### config.mk
export PLATFORM = sky130hd
export DESIGN_NAME = datapath
export DESIGN_NICKNAME = d
export VERILOG_FILES = /design/src/rtl/datapath.sv
export SDC_FILE = /design/constraint.sdc
export NUM_CORES = 1
export LEC_CHECK = 0
export CORE_MARGIN = 5
export CORE_UTILIZATION = 48
export CTS_BUF_LIST = sky130_fd_sc_hd__clkbuf_8
export CTS_CLUSTER_DIAMETER = 60
export DETAILED_ROUTE_END_ITERATION = 10
export HOLD_SLACK_MARGIN = 0.08
export PLACE_DENSITY = 0.69
export SLEW_MARGIN = 5
export SYNTH_ARGS = -nofsm -noshare
export SYNTH_HDL_FRONTEND = slang
export SYNTH_SLANG_ARGS = --single-unit
### constraint.sdc
create_clock -name clk -period 4.2 [get_ports clk]
set_input_delay 0.84 -clock clk [delete_from_list [all_inputs] [get_ports clk]]
set_output_delay 0.84 -clock clk [all_outputs]
set_load 0.02 [all_outputs]
### src/rtl/datapath.sv
// Execution datapath of the simple RISC CPU: register file, A/B operand registers,
// B-operand shifter, ALU, result register C and Z/N/V status flags.
module datapath (
  input  logic        clk,
  input  logic        reset,
  input  logic [2:0]  readnum,
  input  logic [3:0]  vsel,
  input  logic        loada,
  input  logic        loadb,
  input  logic [1:0]  shift,
  input  logic        asel,
  input  logic        bsel,
  input  logic [1:0]  ALUop,
  input  logic        loadc,
  input  logic        loads,
  input  logic [2:0]  writenum,
  input  logic        write,
  input  logic [15:0] sximm8,
  input  logic [15:0] sximm5,
  input  logic [15:0] mdata,
  input  logic [8:0]  PC,
  output logic        Z_out,
  output logic [15:0] datapath_out,
  output logic        V_out,
  output logic        N_out
);

  localparam logic [3:0] VSEL_IMM8 = 4'b0001;
  localparam logic [3:0] VSEL_C    = 4'b0010;
  localparam logic [3:0] VSEL_PC   = 4'b0100;
  localparam logic [3:0] VSEL_MEM  = 4'b1000;

  localparam logic [1:0] SH_NONE = 2'b00;
  localparam logic [1:0] SH_LSL  = 2'b01;
  localparam logic [1:0] SH_LSR  = 2'b10;

  localparam logic [1:0] OP_ADD = 2'b00;
  localparam logic [1:0] OP_SUB = 2'b01;
  localparam logic [1:0] OP_AND = 2'b10;

  logic [15:0] regs [8];
  logic [15:0] a_reg;
  logic [15:0] b_reg;
  logic [15:0] c_reg;
  logic        z_reg;
  logic        n_reg;
  logic        v_reg;

  logic [15:0] data_in;
  logic [15:0] read_data;
  logic [15:0] shift_out;
  logic [15:0] ain;
  logic [15:0] bin;
  logic [15:0] alu_out;
  logic        alu_v;

  // Write-back source; anything other than a clean one-hot writes zero.
  always_comb begin
    data_in = 16'h0000;
    case (vsel)
      VSEL_IMM8: data_in = sximm8;
      VSEL_C:    data_in = c_reg;
      VSEL_PC:   data_in = {7'b0, PC};
      VSEL_MEM:  data_in = mdata;
      default:   data_in = 16'h0000;
    endcase
  end

  assign read_data = regs[readnum];

  always_comb begin
    shift_out = b_reg;
    case (shift)
      SH_NONE: shift_out = b_reg;
      SH_LSL:  shift_out = {b_reg[14:0], 1'b0};
      SH_LSR:  shift_out = {1'b0, b_reg[15:1]};
      default: shift_out = {b_reg[15], b_reg[15:1]};
    endcase
  end

  assign ain = asel ? 16'h0000 : a_reg;
  assign bin = bsel ? sximm5 : shift_out;

  // Overflow: operands of equal effective sign producing a result of the other sign.
  always_comb begin
    alu_out = 16'h0000;
    alu_v   = 1'b0;
    case (ALUop)
      OP_ADD: begin
        alu_out = ain + bin;
        alu_v   = (ain[15] == bin[15]) && (alu_out[15] != ain[15]);
      end
      OP_SUB: begin
        alu_out = ain - bin;
        alu_v   = (ain[15] != bin[15]) && (alu_out[15] != ain[15]);
      end
      OP_AND: begin
        alu_out = ain & bin;
        alu_v   = 1'b0;
      end
      default: begin
        alu_out = ~bin;
        alu_v   = 1'b0;
      end
    endcase
  end

  // A and B sample read_data before the same-edge register write lands.
  always_ff @(posedge clk or negedge reset) begin
    if (!reset) begin
      for (int i = 0; i < 8; i++) regs[i] <= 16'h0000;
      a_reg <= 16'h0000;
      b_reg <= 16'h0000;
      c_reg <= 16'h0000;
      z_reg <= 1'b0;
      n_reg <= 1'b0;
      v_reg <= 1'b0;
    end else begin
      if (write) regs[writenum] <= data_in;
      if (loada) a_reg <= read_data;
      if (loadb) b_reg <= read_data;
      if (loadc) c_reg <= alu_out;
      if (loads) begin
        z_reg <= (alu_out == 16'h0000);
        n_reg <= alu_out[15];
        v_reg <= alu_v;
      end
    end
  end

  assign datapath_out = c_reg;
  assign Z_out        = z_reg;
  assign N_out        = n_reg;
  assign V_out        = v_reg;

endmodule

# Word-level counts from Yosys, hierarchy flattened
# Index checks and enable logic that the tools add are counted.
[totals]
out_inout_bits = 19
elab_cells = 53
inputBits = 80
register_bits = 179
[op_classes]
n_eq_ne = 12
n_bitwise = 4
n_addsub = 2
magnitude_cmp = 3
mux = 12
reduce_logical = 6
[op_table]
columns = ["operator", "count"]
rows = [
  ["$bwmux 128", 1],
  ["$pmux 16 s3", 2],
  ["$mux 16", 5],
  ["$pmux 16 s4", 1],
  ["$bmux 16 s3", 1],
  ["$demux 16 s3", 1],
  ["$add 16x16->16", 1],
  ["$and 16x16->16", 1],
  ["$logic_not 16->1", 1],
  ["$not 16->16", 1],
  ["$sub 16x16->16", 1],
  ["$ge 4x4->1 const B", 2],
  ["$not 3->4", 2],
  ["$eq 2x1->1 const B", 2],
  ["$eq 2x2->1 const B", 2],
  ["$eq 4x1->1 const B", 1],
  ["$eq 4x2->1 const B", 1],
  ["$eq 4x3->1 const B", 1],
  ["$eq 4x4->1 const B", 1],
  ["$logic_not 2->1", 2],
  ["$lt 4x1->1 const B", 1],
  ["$logic_and 1x1->1", 3],
  ["$ne 1x1->1", 3],
  ["$pmux 1 s2", 1],
  ["$eq 1x1->1", 1],
]

# Depth between registers and ports, before layout
# Gate-level depths: netlist of the first run.
[logic_depth]
ltp_word = 7
depth_mapped = 17
mapped_depth_nobuf = 14

# Worst setup path after synthesis of the first run
# Ideal clock, no wire load.
[synth_path]
kind = "input-to-reg"
startpoint = "in shift[0]"
endpoint = "reg c_reg[15] (netlist: datapath_out[15])"
arrival_time_ns = 3.731
cell_stages = 16
path_buffers = 3
setup_slack_ns = 0.332
t_required_ns = 4.063
setup_ns = 0.137
cell_sequence = "buf_4 > buf_4 > mux2i_1 > o21ai_0 > mux2i_1 > inv_1 > ha_1 > buf_2 > or3_1 > a211oi_1 > o21ai_1 > a211oi_2 > or2_1 > o2111a_1 > a21boi_1 > a21oi_1"
[synth_via]
elab_chain_len = 5
elab_cells_between_ends = 10
cone_classes = "add/sub: 2; eq/ne: 2; mux: 3; bitwise: 2; reduce/logical: 1"
[synth_rtl]
columns = ["item", "line", "text"]
rows = [
  ["start: declaration", "10", "input logic [1:0] shift,"],
  ["$eq 2x2->1, or another cell as far along", "73", "case (shift)"],
  ["$pmux 16 s3 (*)", "73", ""],
  ["$mux 16 (*)", "82", "assign bin = bsel ? sximm5 : shift_out;"],
  ["$sub 16x16->16, or another cell as far along", "94", "alu_out = ain - bin;"],
  ["$pmux 16 s3 (*)", "88", "case (ALUop)"],
  ["end signal: assignment", "122", "if (loadc) c_reg <= alu_out;"],
  ["end: declaration", "44", "logic [15:0] c_reg;"],
]
# Every way passes the cells marked *; elsewhere a longest branch is shown, timed or not.
# A chain may end at the register's enable or synchronous reset.

# Worst setup path after layout of the first run
# Same ends and word-level chain as after synthesis.

==> flow_summary_export.csv, run 1 <==
group,metric,value,unit
place,routabilityCongestion,0.891,
grt,grt_pass1_vias,8856,
sta,setup_slack,0.206,ns
die,die_w,156,µm
critical_path,crit_type,"in2reg",
drt,drc,0,
grt,grt_pass1_wl,47800,µm
die,die_h,156,µm
sta,period_share,0.951,
cells_and_area,antenna_cells,0,
clock_network,cts_root_buf,"clkbuf_8",
drt,routed_wl,30200,µm
critical_path,end_kind,"flip-flop",
critical_path,cp_data_required_time,4.53,ns
clock_network,cts_tree,"yes",
clock_network,cts.clk_slew.worst_paths,0.11,ns
outcome,status,"completed",
logic_synthesis,synth_area,0.0102,mm²
place,pre_cts_ws,-0.419,ns
sta,setup_viol,0,
clock_network,clock_sinks,179,
drt,postRouteAntennaNets,0,
cells_and_area,final_cells,1528,
die,ios,99,
logic_synthesis,synth_top_flop_cell,"dfrtp_1",
sta,fin_crit,3.99,ns
flow_run,max-cap-violations,0,
logic_synthesis,syn-num-nets,1177,
sta,rsz0062_at_grt,"yes",
power,swShare,0.348,
cells_and_area,largest_reg_flops,128,
logic_synthesis,yosys-top-cells-area,"dfrtp_1 44%, mux4_2 7.0%, a21oi_1 5.6%",
drt,avgRoutedWirePerCell,19.8,µm
cells_and_area,drive_above_1_share,0.192,
die,initial_utilization,0.487,
clock_network,clock_latency,0.48,ns
logic_synthesis,yosys.area.top_type,"dfrtp_1",
critical_path,cp_max_fo,6,
grt,grt_max_degree,99,
critical_path,startpoint_type,"primary input",
clock_network,h-tree-depth,4,
logic_synthesis,syn_area_per_cell,9.63,µm²
sta,tightest_slew,1.37,ns
logic_synthesis,synth_warnings,0,
cells_and_area,fin_nets,1356,
logic_synthesis,synth_top_area_frac,0.438,
cells_and_area,area_growth,24.8,%
clock_network,cts_made_buffers,17,
power,power_density,393,mW/mm²
logic_synthesis,ys_seq_area_frac,0.438,
grt,grt_usage,0.253,
logic_synthesis,netlist_instances,1062,
power,p_sw,1.75,mW
die,core,0.0210,mm²
power,combPwrFrac,0.331,
power,power_frac_seq,0.437,
cells_and_area,final_cell_mix,"179 x dfrtp_1, 130 x nor2_1, 129 x buf_4, 114 x a21oi_1, 107 x nand2_1",
die,row_count,53,
drt,vias_per_cell,5.75,
logic_synthesis,async_flop_share,1.00,
sta,slew_viol_final,0,
place,portBuffers,98,
die,dieArea,0.0243,mm²
sta,fmax,250,MHz
power,p_clk_frac,0.232,
logic_synthesis,synth_edf_count,0,
logic_synthesis,synth-seq-cells,179,
min_path,hold_class,"in2async",
grt,grt-ovfl-total,0,
cells_and_area,regMostFlops,"regs",
power,max-vdd-ir-drop,0.283,mV
sta,fin_skew,0.0176,ns
place,dp_cells,1495,
critical_path,worstRegToRegCells,13,
place,hpwl,22500,µm
drt,drtIter0Drc,544,
drt,num_vias,8787,
sta,slew_headroom,0.0857,
cells_and_area,layout_commonest_cell,"dfrtp_1",
sta,hold_viol_final,0,
power,leakage,5.66,nW
drt,firstDrtPassIters,6,
clock_network,ctsHoldBuffers,0,
critical_path,cp.arrival,4.32,ns
clock_network,clockBufferDepth,2,
logic_synthesis,synth_cell_types,74,
grt,antenna_found_initial,0,
power,p_int,3.27,mW
==> worst paths after layout <==
check                         start                to  slack (ns)
setup / recovery           shift[0]  datapath_out[15]        0.21
hold / removal                reset         b_reg[12]        0.41
setup reg to reg           b_reg[1]             Z_out        0.76
hold reg to reg            regs[21]          regs[21]        0.49
max in group asynchronous     reset          regs[99]        2.85
min in group clk           regs[21]          regs[21]        0.49
==> worst max-delay path, cell delays in order <==
cell	delay, ns
clkdlybuf4s50_1	0.46
buf_4	0.15
mux2_2	0.33
mux2i_1	0.17
o21ai_0	0.15
ha_1	0.37
buf_4	0.18
o211ai_1	0.25
nor2_1	0.09
a21o_1	0.22
a22o_1	0.21
o41ai_4	0.26
or3_1	0.15
o2111a_1	0.18
a21boi_1	0.21
a21oi_1	0.09
==> cell families after synthesis <==
family | after synthesis | synth area share
and+or+nand+nor | 334 | 0.147
AOI/OAI and AO/OA | 316 | 0.198
DFF | 179 | 0.438
buffers and inverters | 104 | 0.0406
muxes | 86 | 0.125
adders and majority gates | 35 | 0.0443
xor gates and xnor gates | 8 | 0.00685
==> power groups by stage <==
| stage | Sequential [mW] | Clock (mW) | Combinational [mW] |
|---|---|---|---|
| after floorplan | 2.20 | 0 | 0.925 |
| after global placement | 2.21 | 0 | 1.60 |
| after detailed placement | 2.22 | 0 | 1.63 |
| after CTS | 2.19 | 1.19 | 1.64 |
| after global routing | 2.23 | 1.26 | 1.82 |
| final | 2.19 | 1.17 | 1.66 |
==> area by class of cell <==
type                       count  area [µm²]
multi-input combinational    779        5440
clock buffer                  18         248
timing repair buffer         229        1980
inverter                      35         131
clock inverter                13         143
sequential                   179        4480
tap                          275         344
fill                        1784        8260
==> what timing repair did <==
item                                    in CTS  in global routing
gates resized for setup                      0                 13
buffers inserted                             0                  2
endpoints found under the setup margin       0                  4
==> stage by stage <==
| step | instance area [µm²] | TNS, ns | hold WS [ns] | power (mW) | utilization |
|---|---|---|---|---|---|
| floorplan | 10200 | 0 | 0.445 | 3.13 | - |
| global placement | 12300 | -2.25 | 0.456 | 3.81 | 0.584 |
| detailed placement | 12300 | -2.67 | 0.465 | 3.85 | 0.584 |
| CTS | 12700 | 0 | 0.479 | 5.02 | 0.603 |
| global route | 12800 | 0 | 0.484 | 5.31 | 0.607 |
| finish | 12800 | 0 | 0.414 | 5.02 | 0.607 |
==> Yosys cell counts (13+ instances only) <==
library cell,number
dfrtp_1,179
ha_1,33
nor2_1,131
inv_1,35
clkbuf_1,54
nor2b_1,24
mux2i_1,40
o21ai_0,82
mux2_2,13
mux4_2,32
nand2_1,107
a21oi_1,114
nor3_1,16
==> layer usage <==
layer,part of all wire,track usage,wire length (µm)
met2,0.50,0.435,15200
met4,0.030,0.0900,906
met5,0,0,0
met1,0.43,0.323,13000
met3,0.039,0.0411,1180
Power figures use the tool's default switching activity.
==> run 2, diff against run 1 <==
--- a/config.mk
+++ b/config.mk
@@ -10,8 +10,9 @@
 export CTS_BUF_LIST = sky130_fd_sc_hd__clkbuf_8
 export CTS_CLUSTER_DIAMETER = 60
 export DETAILED_ROUTE_END_ITERATION = 10
+export DONT_BUFFER_PORTS = 1
 export HOLD_SLACK_MARGIN = 0.08
-export PLACE_DENSITY = 0.69
+export PLACE_DENSITY = 0.6
 export SLEW_MARGIN = 5
 export SYNTH_ARGS = -nofsm -noshare
 export SYNTH_HDL_FRONTEND = slang
==> constraint.sdc (replaced) <==
create_clock -name clk -period 4.2 [get_ports clk]
set_input_delay 0.63 -clock clk [delete_from_list [all_inputs] [get_ports clk]]
set_output_delay 0.63 -clock clk [all_outputs]
set_load 0.02 [all_outputs]
==> flow_summary_export.csv, run 2 (synthesis results as in run 1) <==
group,metric,value,unit
clock_network,cts_made_buffers,17,
clock_network,cts_root_buf,"clkbuf_8",
critical_path,cp_data_required_time,4.56,ns
critical_path,cp_max_fo,8,
power,total_power,4.60,mW
sta,fin_crit,3.80,ns
sta,hold_slack,-0.157,ns
power,max-vdd-ir-drop,0.247,mV
drt,vias_per_cell,5.97,
grt,grt_usage,0.235,
critical_path,end_kind,"flip-flop",
cells_and_area,fillerInstances,1943,
cells_and_area,layout_commonest_cell,"dfrtp_1",
drt,drtIter0Drc,655,
drt,firstDrtPassIters,6,
grt,grt_pass1_wl,44100,µm
clock_network,cts.clk_slew.worst_paths,0.11,ns
cells_and_area,final_cells,1326,
cells_and_area,regMostFlops,"regs",
cells_and_area,area_growth,6.94,%
die,initial_utilization,0.487,
drt,postRouteAntennaNets,0,
flow_run,max-cap-violations,0,
sta,hold_viol_final,179,
sta,fin_skew,0.0216,ns
die,core,0.0210,mm²
drt,avgRoutedWirePerCell,21.4,µm
die,dieArea,0.0243,mm²
cells_and_area,fin_area,0.0109,mm²
place,dp_cells,1294,
die,row_count,53,
place,placed_area,0.0105,mm²
sta,setup_viol,0,
cells_and_area,antenna_cells,0,
grt,grt-ovfl-total,0,
cells_and_area,drive_above_1_share,0.118,
cells_and_area,fin_util,0.520,
place,routabilityCongestion,0.968,
grt,grt_pass1_vias,7454,
outcome,status,"complete, but fails checks",
clock_network,clock_sinks,179,
sta,period_share,0.904,
die,die_w,156,µm
critical_path,startpoint_type,"flip-flop",
drt,num_vias,7910,
min_path,hold_class,"in2async",
sta,tightest_slew,1.25,ns
power,leakage,4.75,nW
grt,antenna_found_initial,0,
power,power_density,421,mW/mm²
critical_path,cp.arrival,4.16,ns
die,die_h,156,µm
clock_network,clock_latency,0.46,ns
sta,rsz0062_at_grt,"no",
clock_network,clockBufferDepth,2,
cells_and_area,largest_reg_flops,128,
sta,slew_headroom,0.164,
clock_network,cts_tree,"yes",
sta,slew_viol_final,0,
sta,finalSetupTns,0,ns
sta,fmax,263,MHz
outcome,violations,"negative hold slack",
place,portBuffers,0,
die,ios,99,
clock_network,h-tree-depth,4,
drt,drc,0,
drt,routed_wl,28400,µm
cells_and_area,fin_nets,1153,
cells_and_area,final_cell_mix,"179 x dfrtp_1, 131 x nor2_1, 114 x a21oi_1, 107 x nand2_1, 82 x o21ai_0",
place,hpwl,20100,µm
critical_path,worstRegToRegCells,13,
grt,grt_max_degree,180,
critical_path,crit_type,"reg2reg",
run 2: cell types whose count changed in the layout (fill, tap and decap cells not counted), sizes merged:
cell | previous run | this run
clkdlybuf4s50 | 95 | 0
buf | 133 | 26
clkinv | 8 | 2
clkinvlp | 1 | 2
bufinv | 0 | 1
inv | 39 | 44
dlymetal6s2s | 1 | 0
run 2: metrics by stage:
step / hold slack, ns / worst slack, ns
floorplan: 0.334 / 0.542
global placement: 0.341 / 0.466
detailed placement: 0.340 / 0.298
CTS: -0.183 / 0.497
global route: -0.210 / 0.267
finish: -0.157 / 0.402
run 2: final cells by class:
cell class                 instances  area, µm²  share of cell area
inverter                          35        131              0.0120
sequential                       179       4480               0.410
tap                              275        344              0.0315
clock inverter                    14        159              0.0145
timing repair buffer              26        195              0.0178
clock buffer                      18        248              0.0227
multi-input combinational        779       5380               0.492
run 2: worst paths after layout:
kind	startpoint	to	slack [ns]
worst max register to register	b_reg[3]	Z_out	0.40
worst max-delay path	b_reg[3]	Z_out	0.40
worst min register to register	regs[43]	regs[43]	0.48
worst min-delay path	reset	V_out	-0.16
max in group asynchronous	reset	regs[112]	4.03
min in group clk	loadc	datapath_out[2]	0.24
run 2: timing repair:
action / 4_1_cts / 5_1_grt
resized for setup: 0 / 0
endpoints found under the hold margin: 179 / 179
buffers inserted: 0 / 0
run 2: critical path: stages, from the launching register on:
cell      delay [ns]
dfrtp_1         0.45
mux2_2          0.29
mux2i_1         0.17
o21ai_0         0.15
ha_1            0.43
nor2_2          0.23
o311ai_1        0.23
a211oi_1        0.51
nor2_1          0.12
o2111a_1        0.25
a211oi_1        0.56
nor4_2          0.13
nand4_1         0.13
o21ai_1         0.07
run 2: power by group:
group | total, mW | leakage (nW) | switching [mW] | internal (mW)
Clock | 1.20 | 0.202 | 0.686 | 0.516
Combinational | 1.15 | 2.32 | 0.621 | 0.527
Sequential | 2.25 | 2.23 | 0.253 | 2.00
Total | 4.60 | 4.75 | 1.56 | 3.04
run 2: metal layers:
| layer | vias up | share of wire | global-route usage |
|---|---|---|---|
| li1 | 3790 | - | - |
| met1 | 3871 | 0.45 | 0.333 |
| met2 | 226 | 0.49 | 0.384 |
| met3 | 23 | 0.057 | 0.0438 |
| met4 | 0 | 0.0084 | 0.0396 |
| met5 | - | 0 | 0 |
==> run 3, diff against run 2 <==
==> constraint.sdc (replaced) <==
create_clock -name clk -period 4.7 [get_ports clk]
set_input_delay 0.705 -clock clk [delete_from_list [all_inputs] [get_ports clk]]
set_output_delay 0.705 -clock clk [all_outputs]
set_load 0.02 [all_outputs]
==> flow_summary_export.csv, run 3 (synthesis results as in run 1) <==
group,metric,value,unit
min_path,hold_class,"in2async",
grt,grt-ovfl-total,0,
die,core,0.0210,mm²
power,leakage,4.70,nW
sta,fmax,268,MHz
sta,slew_headroom,0.137,
grt,grt_usage,0.236,
die,ios,99,
die,die_h,156,µm
drt,routed_wl,28200,µm
sta,rsz0062_at_grt,"no",
grt,grt.busiest_layer,"met2",
die,row_count,53,
critical_path,cp.arrival,4.13,ns
clock_network,clockBufferDepth,2,
sta,fin_crit,3.73,ns
grt,grt_pass1_wl,44500,µm
place,pre_cts_ws,0.693,ns
place,dp_cells,1287,
grt,use_met3,0.0308,
cells_and_area,regMostFlops,"regs",
place,placed_area,0.0105,mm²
clock_network,cts.clk_slew.worst_paths,0.11,ns
clock_network,cts_tree,"yes",
clock_network,cts_root_buf,"clkbuf_8",
drt,firstDrtPassIters,7,
clock_network,cts_made_buffers,17,
cells_and_area,area_growth,6.28,%
grt,grt_use_met1,0.341,
drt,num_vias,7942,
sta,tightest_slew,1.30,ns
critical_path,crit_family,"compound AO/OA/AOI/OAI gates",
grt,grt.met2_usage,0.380,
place,hpwl,19800,µm
sta,slew_viol_final,0,
drt,drc,0,
drt,postRouteAntennaNets,0,
sta,fin_skew,0.0201,ns
cells_and_area,fin_nets,1146,
flow_run,max-cap-violations,0,
sta,hold_slack,-0.0780,ns
cells_and_area,fin_area,0.0109,mm²
cells_and_area,layout_commonest_cell,"dfrtp_1",
drt,drtIter0Drc,642,
die,initial_utilization,0.487,
critical_path,crit_type,"reg2reg",
grt,grt_max_degree,180,
sta,period_share,0.795,
outcome,status,"complete, but fails checks",
die,dieArea,0.0243,mm²
critical_path,max_stage_delay,0.74,ns
place,portBuffers,0,
die,die_w,156,µm
cells_and_area,final_cells,1319,
outcome,violations,"negative hold slack",
critical_path,crit_buf_inv,0,
cells_and_area,final_cell_mix,"179 x dfrtp_1, 131 x nor2_1, 114 x a21oi_1, 107 x nand2_1, 82 x o21ai_0",
critical_path,end_kind,"flip-flop",
sta,setup_viol,0,
clock_network,clock_latency,0.47,ns
power,max-vdd-ir-drop,0.243,mV
sta,setup_slack,0.965,ns
sta,finalSetupTns,0,ns
clock_network,clock_sinks,179,
clock_network,ctsResizeCount,0,
critical_path,startpoint_type,"flip-flop",
cells_and_area,drive_above_1_share,0.112,
drt,vias_per_cell,6.02,
clock_network,cts_setup_buffers,0,
sta,hold_viol_final,77,
place,routabilityCongestion,0.967,
grt,antenna_found_initial,0,
cells_and_area,antenna_cells,0,
critical_path,cp_max_fo,5,
grt,grt_pass1_vias,7507,
clock_network,h-tree-depth,4,
critical_path,critPathSlowestCell,"a221oi_1",
power,total_power,4.07,mW
cells_and_area,fin_util,0.517,
critical_path,path_cells,"mux2i_1 > a221oi_1 > fa_1 > o21bai_1 > a2111oi_4 > o31ai_1 > o311ai_0 > o211ai_1 > nor4_2 > nand4_1 > o21ai_1",
power,power_density,374,mW/mm²
cells_and_area,largest_reg_flops,128,
critical_path,cp_data_required_time,5.09,ns
drt,avgRoutedWirePerCell,21.3,µm
run 3: changes by cell type in the layout (fill, tap and decap cells not counted):
| cell | change |
|---|---|
| buf_4 | -7 |
| inv_6 | -3 |
| clkinvlp_4 | +1 |
| bufinv_16 | -1 |
| clkinv_4 | +2 |
| clkinv_8 | +1 |
run 3: routing by layer:
layer,vias to the layer above,share of wire
met4,0,0.013
met1,3873,0.45
met2,261,0.48
met3,24,0.054
met5,-,0
li1,3784,-
run 3: layout make-up:
type	instances	area (µm²)
sequential	179	4480
clock inverter	14	144
fill	1950	10200
tap	275	344
multi-input combinational	779	5380
timing repair buffer	19	143
clock buffer	18	248
inverter	35	131
run 3: final timing paths:
| check | from | to | cells past startpoint | slack, ns |
|---|---|---|---|---|
| worst max-delay path | b_reg[1] | Z_out | 11 | 0.97 |
| worst min-delay path | reset | V_out | 0 | -0.08 |
| worst max register to register | b_reg[1] | Z_out | 11 | 0.97 |
| worst min register to register | regs[70] | regs[70] | 2 | 0.48 |
| max in group asynchronous | reset | regs[99] | 0 | 4.40 |
| min in group clk | loada | a_reg[1] | 1 | 0.31 |
run 3: power by group:
group / switching, mW / internal (mW)
combinational: 0.561 / 0.462
clock: 0.627 / 0.408
sequential: 0.220 / 1.79
